===== config.mk =====
export PLATFORM = sky130hd
export DESIGN_NAME = rx_sampling_control
export DESIGN_NICKNAME = d
export VERILOG_FILES = /design/src/rtl/rx_pkg.sv /design/src/rtl/rx_bit_timer.sv /design/src/rtl/rx_sampling_control.sv
export SDC_FILE = /design/constraint.sdc
export NUM_CORES = 1
export LEC_CHECK = 0
export CAP_MARGIN = 20
export CORE_AREA = 2 2 48 59
export DETAILED_ROUTE_END_ITERATION = 6
export DIE_AREA = 0 0 50 61
export PLACE_DENSITY_LB_ADDON = 0.1
export SKIP_CTS_REPAIR_TIMING = 1
export SLEW_MARGIN = 15
export SYNTH_ARGS = -nofsm -noshare
export SYNTH_HDL_FRONTEND = slang
export SYNTH_HIERARCHICAL = 1
export SYNTH_SLANG_ARGS = --single-unit

===== constraint.sdc =====
create_clock -name clk -period 4.1 [get_ports clk]
set_clock_uncertainty 0.05 [all_clocks]
set_input_delay 0.82 -clock clk [delete_from_list [all_inputs] [get_ports clk]]
set_output_delay 0.82 -clock clk [all_outputs]
set_load 0.01 [all_outputs]

===== src/rtl/rx_pkg.sv =====
// rtl/rx_pkg.sv - shared UART receive-side types and default widths
package rx_pkg;

  // Defaults shared with the Rx SIPO and the Tx side
  localparam int DEFAULT_DATA_WIDTH   = 8;
  localparam int DEFAULT_CLKS_PER_BIT = 16;

  typedef enum logic [1:0] {
    IDLE  = 2'd0,
    START = 2'd1,
    DATA  = 2'd2,
    STOP  = 2'd3
  } rx_state_t;

  // Width of a bit index able to hold 0..width inclusive
  function automatic int bit_idx_width(input int width);
    return $clog2(width + 1);
  endfunction

endpackage


===== src/rtl/rx_bit_timer.sv =====
// rtl/rx_bit_timer.sv - per-bit cycle counter with full and half bit terminals
module rx_bit_timer
  import rx_pkg::*;
#(
  parameter int CLKS_PER_BIT = DEFAULT_CLKS_PER_BIT
) (
  input  logic clk,
  input  logic reset,
  input  logic clear,
  output logic full_term,
  output logic half_term
);

  localparam int CW = $clog2(CLKS_PER_BIT);
  localparam logic [CW-1:0] FULL_LAST = CW'(CLKS_PER_BIT - 1);
  localparam logic [CW-1:0] HALF_LAST = CW'(CLKS_PER_BIT / 2 - 1);

  logic [CW-1:0] cnt;

  // Cycle counter: cleared by the FSM at each sampling point and while idle
  always_ff @(posedge clk or posedge reset) begin
    if (reset) begin
      cnt <= '0;
    end else if (clear) begin
      cnt <= '0;
    end else begin
      cnt <= cnt + CW'(1);
    end
  end

  // Terminals compared at full width so no wrap is ever treated as an end point
  always_comb begin
    full_term = (cnt == FULL_LAST);
    half_term = (cnt == HALF_LAST);
  end

endmodule


===== src/rtl/rx_sampling_control.sv =====
// rtl/rx_sampling_control.sv - UART receive FSM timing mid-bit samples for the SIPO
module rx_sampling_control
  import rx_pkg::*;
#(
  parameter int INPUT_DATA_WIDTH = DEFAULT_DATA_WIDTH,
  parameter int CLKS_PER_BIT     = DEFAULT_CLKS_PER_BIT
) (
  input  logic clk,
  input  logic reset,
  input  logic serial_in_synced,
  output logic sampling_strobe,
  output logic data_is_available,
  output logic data_is_valid,
  output logic framing_error,
  output logic rx_busy
);

  localparam int BW = bit_idx_width(INPUT_DATA_WIDTH);
  localparam logic [BW-1:0] LAST_BIT = BW'(INPUT_DATA_WIDTH - 1);

  rx_state_t      state;
  rx_state_t      state_next;
  logic [BW-1:0]  bit_idx;
  logic [BW-1:0]  bit_idx_next;
  logic           armed;
  logic           timer_clear;
  logic           full_term;
  logic           half_term;

  rx_bit_timer #(
    .CLKS_PER_BIT(CLKS_PER_BIT)
  ) u_bit_timer (
    .clk      (clk),
    .reset    (reset),
    .clear    (timer_clear),
    .full_term(full_term),
    .half_term(half_term)
  );

  // FSM state and data bit index registers
  always_ff @(posedge clk or posedge reset) begin
    if (reset) begin
      state   <= IDLE;
      bit_idx <= '0;
    end else begin
      state   <= state_next;
      bit_idx <= bit_idx_next;
    end
  end

  // armed requires the line to have been seen high, so a break or a reset
  // in the middle of a frame cannot be mistaken for a new start bit
  always_ff @(posedge clk or posedge reset) begin
    if (reset) begin
      armed <= 1'b0;
    end else if (framing_error) begin
      armed <= 1'b0;
    end else if (serial_in_synced) begin
      armed <= 1'b1;
    end
  end

  // Next-state and output decode from state, timer terminals and the line
  always_comb begin
    state_next        = state;
    bit_idx_next      = bit_idx;
    timer_clear       = 1'b0;
    sampling_strobe   = 1'b0;
    data_is_valid     = 1'b0;
    framing_error     = 1'b0;
    data_is_available = (state == DATA);
    rx_busy           = (state != IDLE);

    case (state)
      IDLE: begin
        // Hold the timer at zero so START begins counting from cnt = 0
        timer_clear = 1'b1;
        if (armed && !serial_in_synced) begin
          state_next = START;
        end
      end

      START: begin
        if (half_term) begin
          sampling_strobe = 1'b1;
          timer_clear     = 1'b1;
          if (serial_in_synced) begin
            // Line went back high before mid start bit: treat as a glitch
            state_next = IDLE;
          end else begin
            state_next   = DATA;
            bit_idx_next = '0;
          end
        end
      end

      DATA: begin
        if (full_term) begin
          sampling_strobe = 1'b1;
          timer_clear     = 1'b1;
          bit_idx_next    = bit_idx + BW'(1);
          if (bit_idx == LAST_BIT) begin
            state_next = STOP;
          end
        end
      end

      STOP: begin
        if (full_term) begin
          sampling_strobe = 1'b1;
          timer_clear     = 1'b1;
          if (serial_in_synced) begin
            data_is_valid = 1'b1;
          end else begin
            framing_error = 1'b1;
          end
          // Returning at mid stop bit leaves half a bit to catch a back-to-back start edge
          state_next = IDLE;
        end
      end

      default: begin
        state_next  = IDLE;
        timer_clear = 1'b1;
      end
    endcase
  end

endmodule


==> flow_summary.yaml, run 1 <==
clocking:
  cts_buffers: 3
  cts_htree_levels: 1
  clockBufferDepth: 2
  path_clk_slew_ns: 0.08
  cts_tree: "built"
  clock_latency_ns: 0.26
  clockRootBuffer: "clkbuf_4"
  cts_sinks: 11
run:
  cap_violations: 0
place:
  dp_hpwl_um: 839
  placed_cells: 102
  dpl_worst_slack_ns: 1.15
  place.gp.congestion: 0.602
  port_buffers: 7
hold_path:
  holdCritPathClass: "reg -> reg"
  hold_depth: 1
  hold_start: "u_bit_timer/cnt[0]$_DFF_PP0_"
final_layout:
  post-route-util_pct: 29.5
  drive_gt1_share_pct: 12.3
  n_antenna_cell: 0
  fillers: 274
  final_nets: 79
  final_cells: 106
  areaGrowthSynthToFinish_pct: 21.4
timing:
  min_period_ns: 2.94
  report.final.slew_viol_count: 0
  worst_pin_slew_ns: 0.379
  setup-tns-final_ns: 0
  fin_crit_sh_pct: 71.7
  relSlewSlack_pct: 74.7
  max_clock_freq_mhz: 340
  final-setup-viol-count: 0
  finalHoldViolCount: 0
  setup_slack_ns: 1.16
  rsz0062_at_grt: "no"
grt:
  grt_max_degree: 15
  grt_pass1_wl_um: 2100
  grt_pass1_vias: 467
  grt_usage_pct: 8.87
  grt_overflow: 0
  grt_antenna_before_repair: 0
floorplanning:
  rows: 20
  start_util_pct: 24.3
  die_h_um: 61
  die_w_um: 50
  coreArea_sq_um: 2480
  io_pins: 8
  dieArea_sq_um: 3050
critical_path:
  critPathRequiredTime_ns: 3.23
  crit_start: "serial_in_synced"
  r2r_cells: 8
  endpoint_kind: "primary output"
  cp.arrival_ns: 2.07
  worstSetupStartpointType: "primary input"
  critical_path_class: "in -> out"
  r2r-start: "u_bit_timer/cnt[0]$_DFF_PP0_"
  crit_fanout: 5
power_and_ir_drop:
  max-vdd-ir-drop_uv: 213
  power-per-cell-area_nw_per_um2: 605
  leakage_nw: 0.308
detailed_routing:
  drcViolationCount: 0
  drt-pass1-iter-count: 4
  drt_wl_total_um: 1120
  drt_iter0_drc: 9
  vias: 466
  drtAntennaViolNets: 0
  routed_via_density: 4.40
  routedWlPerCell_um: 10.6
yosys:
  synth-main-ff-cell: "dfrtp_1"
  yosysSeqAreaShare_pct: 45.6
  synthArstFlopShare_pct: 100
  synth_top_cells_by_count: "dfrtp_1, nand2_1, nand3_1, nor2_1"
  synth.most_common_cell: "dfrtp_1"
  synth.distinct_cells: 28
  syn_inst: 64
  synth_edf_count: 0
  synth_largest_area_cell: "dfrtp_1"
  synthesis.nets: 69
  syn_avg_cell_area_sq_um: 9.42
  ys_ff_latch: 11
  syn_area_sq_um: 603
  synth.area.top_cells: "dfrtp_1, nand2_1, nand3_1, ha_1, nor2_1"
  yosysWarnings: 6
  yosysTopAreaCellShare_pct: 45.6
run_status:
  status: "completed"
-- final cells by class --
cell class | instances | area (sq um) | share of cell area, %
Tap cell | 33 | 41.3 | 5.64
Timing Repair Buffer | 7 | 70.1 | 9.57
Sequential cell | 11 | 275 | 37.6
Multi-Input combinational cell | 47 | 304 | 41.5
Clock buffer | 4 | 26.3 | 3.59
Inverter | 4 | 15.0 | 2.05
-- power breakdown --
part	internal, mW	total [mW]	switching [mW]
Combinational	0.0850	0.152	0.0669
Clock	0.0376	0.0749	0.0373
Sequential	0.153	0.216	0.0633
Total	0.275	0.443	0.168
-- cell usage in the layout, fill, tap and decap left out --
cell type and count:
inv_2 1, inv_1 3, and3_2 1, nand3_1 6, a21oi_1 1, nand3b_1 1, a311o_1 1, or3b_2 1
nand4b_1 2, or3b_1 1, xnor2_1 1, nor2_1 6, nand2_1 9, o21ai_1 2, a2111oi_2 1, o211ai_1 1
o31ai_1 1, nand2b_1 2, clkbuf_4 3, o21ai_0 1, dfrtp_1 11, nand4bb_1 1, clkbuf_1 1, nor2b_1 3
or2_1 1, ha_1 2, mux2_4 1, clkdlybuf4s50_1 7, nand3_2 1
-- logic make-up (layout without fill, tap and decap cells) --
family | count (synthesis) | after routing | synth area share (%)
simple gates | 35 | 35 | 32.4
flops | 11 | 11 | 45.6
compound gates | 8 | 8 | 9.96
buf+inv | 6 | 15 | 3.94
fa+ha+maj | 2 | 2 | 4.15
xor+xnor | 1 | 1 | 1.45
mux | 1 | 1 | 2.49
-- critical path, stage by stage --
cell and delay (ns):
clkdlybuf4s50_1 0.54, inv_1 0.07, nor2_1 0.10, clkdlybuf4s50_1 0.54
-- sequential cells by signal, summed over array words and instances, names as in the netlist, named ones only --
signal           count
armed                1
bit_idx              4
state                1
u_bit_timer/cnt      4
-- metal layers --
| metal | global-route usage [%] | wire length, um |
|---|---|---|
| met5 | 0 | 0 |
| met1 | 11.9 | 577 |
| met3 | 2.22 | 29 |
| met2 | 14.3 | 503 |
| met4 | 2.38 | 10 |
-- final timing paths --
check                                          endpoint  slack, ns
max                                       data_is_valid       1.16
max reg2reg                u_bit_timer/cnt[3]$_DFF_PP0_       2.27
max in group asynchronous    asynchronous set/reset pin       3.01
min                        u_bit_timer/cnt[0]$_DFF_PP0_       0.43
min in group asynchronous  u_bit_timer/cnt[0]$_DFF_PP0_       0.72
min reg2reg                u_bit_timer/cnt[0]$_DFF_PP0_       0.43
-- stage by stage --
| stage | total power [mW] | instance area [sq um] | hold WS, ns |
|---|---|---|---|
| after floorplan | 0.326 | 603 | 0.393 |
| after global routing | 0.488 | 732 | 0.456 |
| after global placement | 0.373 | 706 | 0.419 |
| after CTS | 0.449 | 732 | 0.440 |
| after detailed placement | 0.372 | 706 | 0.429 |
| final | 0.443 | 732 | 0.434 |
Power figures use the tool's default switching activity.
==> inputs of run 2 (changes only) <==
==> constraint.sdc (replaced) <==
create_clock -name clk -period 2.8 [get_ports clk]
set_clock_uncertainty 0.05 [all_clocks]
set_input_delay 0.56 -clock clk [delete_from_list [all_inputs] [get_ports clk]]
set_output_delay 0.56 -clock clk [all_outputs]
set_load 0.01 [all_outputs]
==> run 2 against run 1 <==
Against the previous run: non-clock buffer count is the same; global-route usage shrank 0.57 points; sequential power grew 46%; combinational power grew 45%; critical path depth grew 1; highest routed layer unchanged; worst setup slack lost 0.93 ns; wire length grew 0.62%; largest power group unchanged; core utilization is the same; die area is the same.
==> flow_summary.yaml, run 2 (synthesis results as in run 1) <==
final_layout:
  largestRegisters: "bit_idx (4), u_bit_timer/cnt (4)"
  post-route-util_pct: 29.5
  final_common_cell: "dfrtp_1"
  drive_gt1_share_pct: 12.3
  final_nets: 79
  n_antenna_cell: 0
  areaGrowthSynthToFinish_pct: 21.4
  fillers: 268
  layout_common_cells: "dfrtp_1, nand2_1, clkdlybuf4s50_1, nand3_1, nor2_1"
  final_cells: 106
detailed_routing:
  drt_iter0_drc: 8
  vias: 471
  routed_via_density: 4.44
  drcViolationCount: 0
  drt_wl_total_um: 1130
  drtAntennaViolNets: 0
  drt-pass1-iter-count: 4
  routedWlPerCell_um: 10.6
clocking:
  clockBufferDepth: 2
  clockRootBuffer: "clkbuf_4"
  cts_buffers: 3
  cts_tree: "built"
  path_clk_slew_ns: 0.07
  cts_sinks: 11
  clock_latency_ns: 0.26
  cts_htree_levels: 1
timing:
  setup-tns-final_ns: 0
  final-setup-viol-count: 0
  fin_crit_sh_pct: 91.8
  rsz0062_at_grt: "no"
  setup_slack_ns: 0.230
  finalHoldViolCount: 0
  hold-worst-slack_ns: 0.423
  min_period_ns: 2.57
  relSlewSlack_pct: 74.4
  report.final.slew_viol_count: 0
  max_clock_freq_mhz: 389
  worst_pin_slew_ns: 0.384
grt:
  grt_overflow: 0
  grt_pass1_vias: 456
  grt_max_degree: 15
  grt_antenna_before_repair: 0
  grt_pass1_wl_um: 1980
  grt_usage_pct: 8.29
floorplanning:
  die_w_um: 50
  dieArea_sq_um: 3050
  io_pins: 8
  coreArea_sq_um: 2480
  die_h_um: 61
  rows: 20
  start_util_pct: 24.3
power_and_ir_drop:
  power-per-cell-area_nw_per_um2: 879
  max-vdd-ir-drop_uv: 419
  leakage_nw: 0.308
place:
  port_buffers: 7
  place.gp.congestion: 0.601
  placed_cells: 102
  dpl_worst_slack_ns: 0.362
  dp_hpwl_um: 855
critical_path:
  path_cells: "ha_1 > and3_2 > nand3_1 > nor2_1 > clkdlybuf4s50_1"
  endpoint_kind: "primary output"
  critPathRequiredTime_ns: 2.19
  crit_fanout: 7
  max_stage_delay_ns: 0.54
  r2r_cells: 7
  cp.arrival_ns: 1.96
  worstSetupStartpointType: "flip-flop"
  critical_path_class: "reg -> out"
  critPathSlowestCell: "clkdlybuf4s50_1"
run:
  cap_violations: 0
run_status:
  status: "completed"
hold_path:
  holdCritPathClass: "reg -> reg"
  hold_depth: 1
-- run 2: cell counts in the layout (fill, tap and decap cells not counted) --
No cell type changed its count.
-- run 2: worst max-delay path, delay by kind of cell (launching register included) --
| family | cells | cell delay (ns) |
|---|---|---|
| simple gates | 3 | 0.56 |
| buf+inv | 1 | 0.54 |
| flops | 1 | 0.38 |
| fa+ha+maj | 1 | 0.22 |
-- run 2: final timing paths --
| kind | end | slack, ns | startpoint |
|---|---|---|---|
| max | data_is_valid | 0.23 | u_bit_timer/cnt[0]$_DFF_PP0_ |
| min | u_bit_timer/cnt[0]$_DFF_PP0_ | 0.42 | u_bit_timer/cnt[0]$_DFF_PP0_ |
| max reg2reg | u_bit_timer/cnt[3]$_DFF_PP0_ | 1.02 | u_bit_timer/cnt[0]$_DFF_PP0_ |
| min reg2reg | u_bit_timer/cnt[0]$_DFF_PP0_ | 0.42 | u_bit_timer/cnt[0]$_DFF_PP0_ |
| max in group asynchronous | asynchronous set/reset pin | 1.96 | reset |
| min in group asynchronous | u_bit_timer/cnt[0]$_DFF_PP0_ | 0.47 | reset |
-- run 2: stage by stage --
stage | cell area [sq um] | total power, mW
floorplan | 603 | 0.477
global placement | 706 | 0.547
detailed placement | 706 | 0.546
CTS | 732 | 0.657
global route | 732 | 0.704
finish | 732 | 0.643
-- run 2: metal layers --
layer	up-vias	global-route usage, %	part of all wire (%)
met3	2	2.22	3.0
met4	0	2.38	0.89
li1	239	-	-
met5	-	0	0
met1	224	10.5	48
met2	6	13.9	48
-- run 2: layout make-up --
class / count / area, sq um / share of cell area, %
inverter: 4 / 15.0 / 2.05
sequential: 11 / 275 / 37.6
timing repair buffer: 7 / 70.1 / 9.57
clock buffer: 4 / 26.3 / 3.59
multi-input combinational: 47 / 304 / 41.5
tap: 33 / 41.3 / 5.64
-- run 2: power breakdown --
| group | leakage, nW | switching, mW | total (mW) | internal (mW) |
|---|---|---|---|---|
| logic | 0.169 | 0.0974 | 0.221 | 0.124 |
| registers | 0.124 | 0.0925 | 0.316 | 0.224 |
| clock network | 0.0150 | 0.0508 | 0.106 | 0.0550 |
| total | 0.308 | 0.241 | 0.643 | 0.403 |
==> inputs of run 3 (changes only) <==
--- a/config.mk
+++ b/config.mk
@@ -5,7 +5,7 @@
 export SDC_FILE = /design/constraint.sdc
 export NUM_CORES = 1
 export LEC_CHECK = 0
-export CAP_MARGIN = 20
+export CAP_MARGIN = 10
 export CORE_AREA = 2 2 48 59
 export DETAILED_ROUTE_END_ITERATION = 6
 export DIE_AREA = 0 0 50 61
==> results of run 3 <==
Final layout, timing and power as in run 2 (identical DEF).
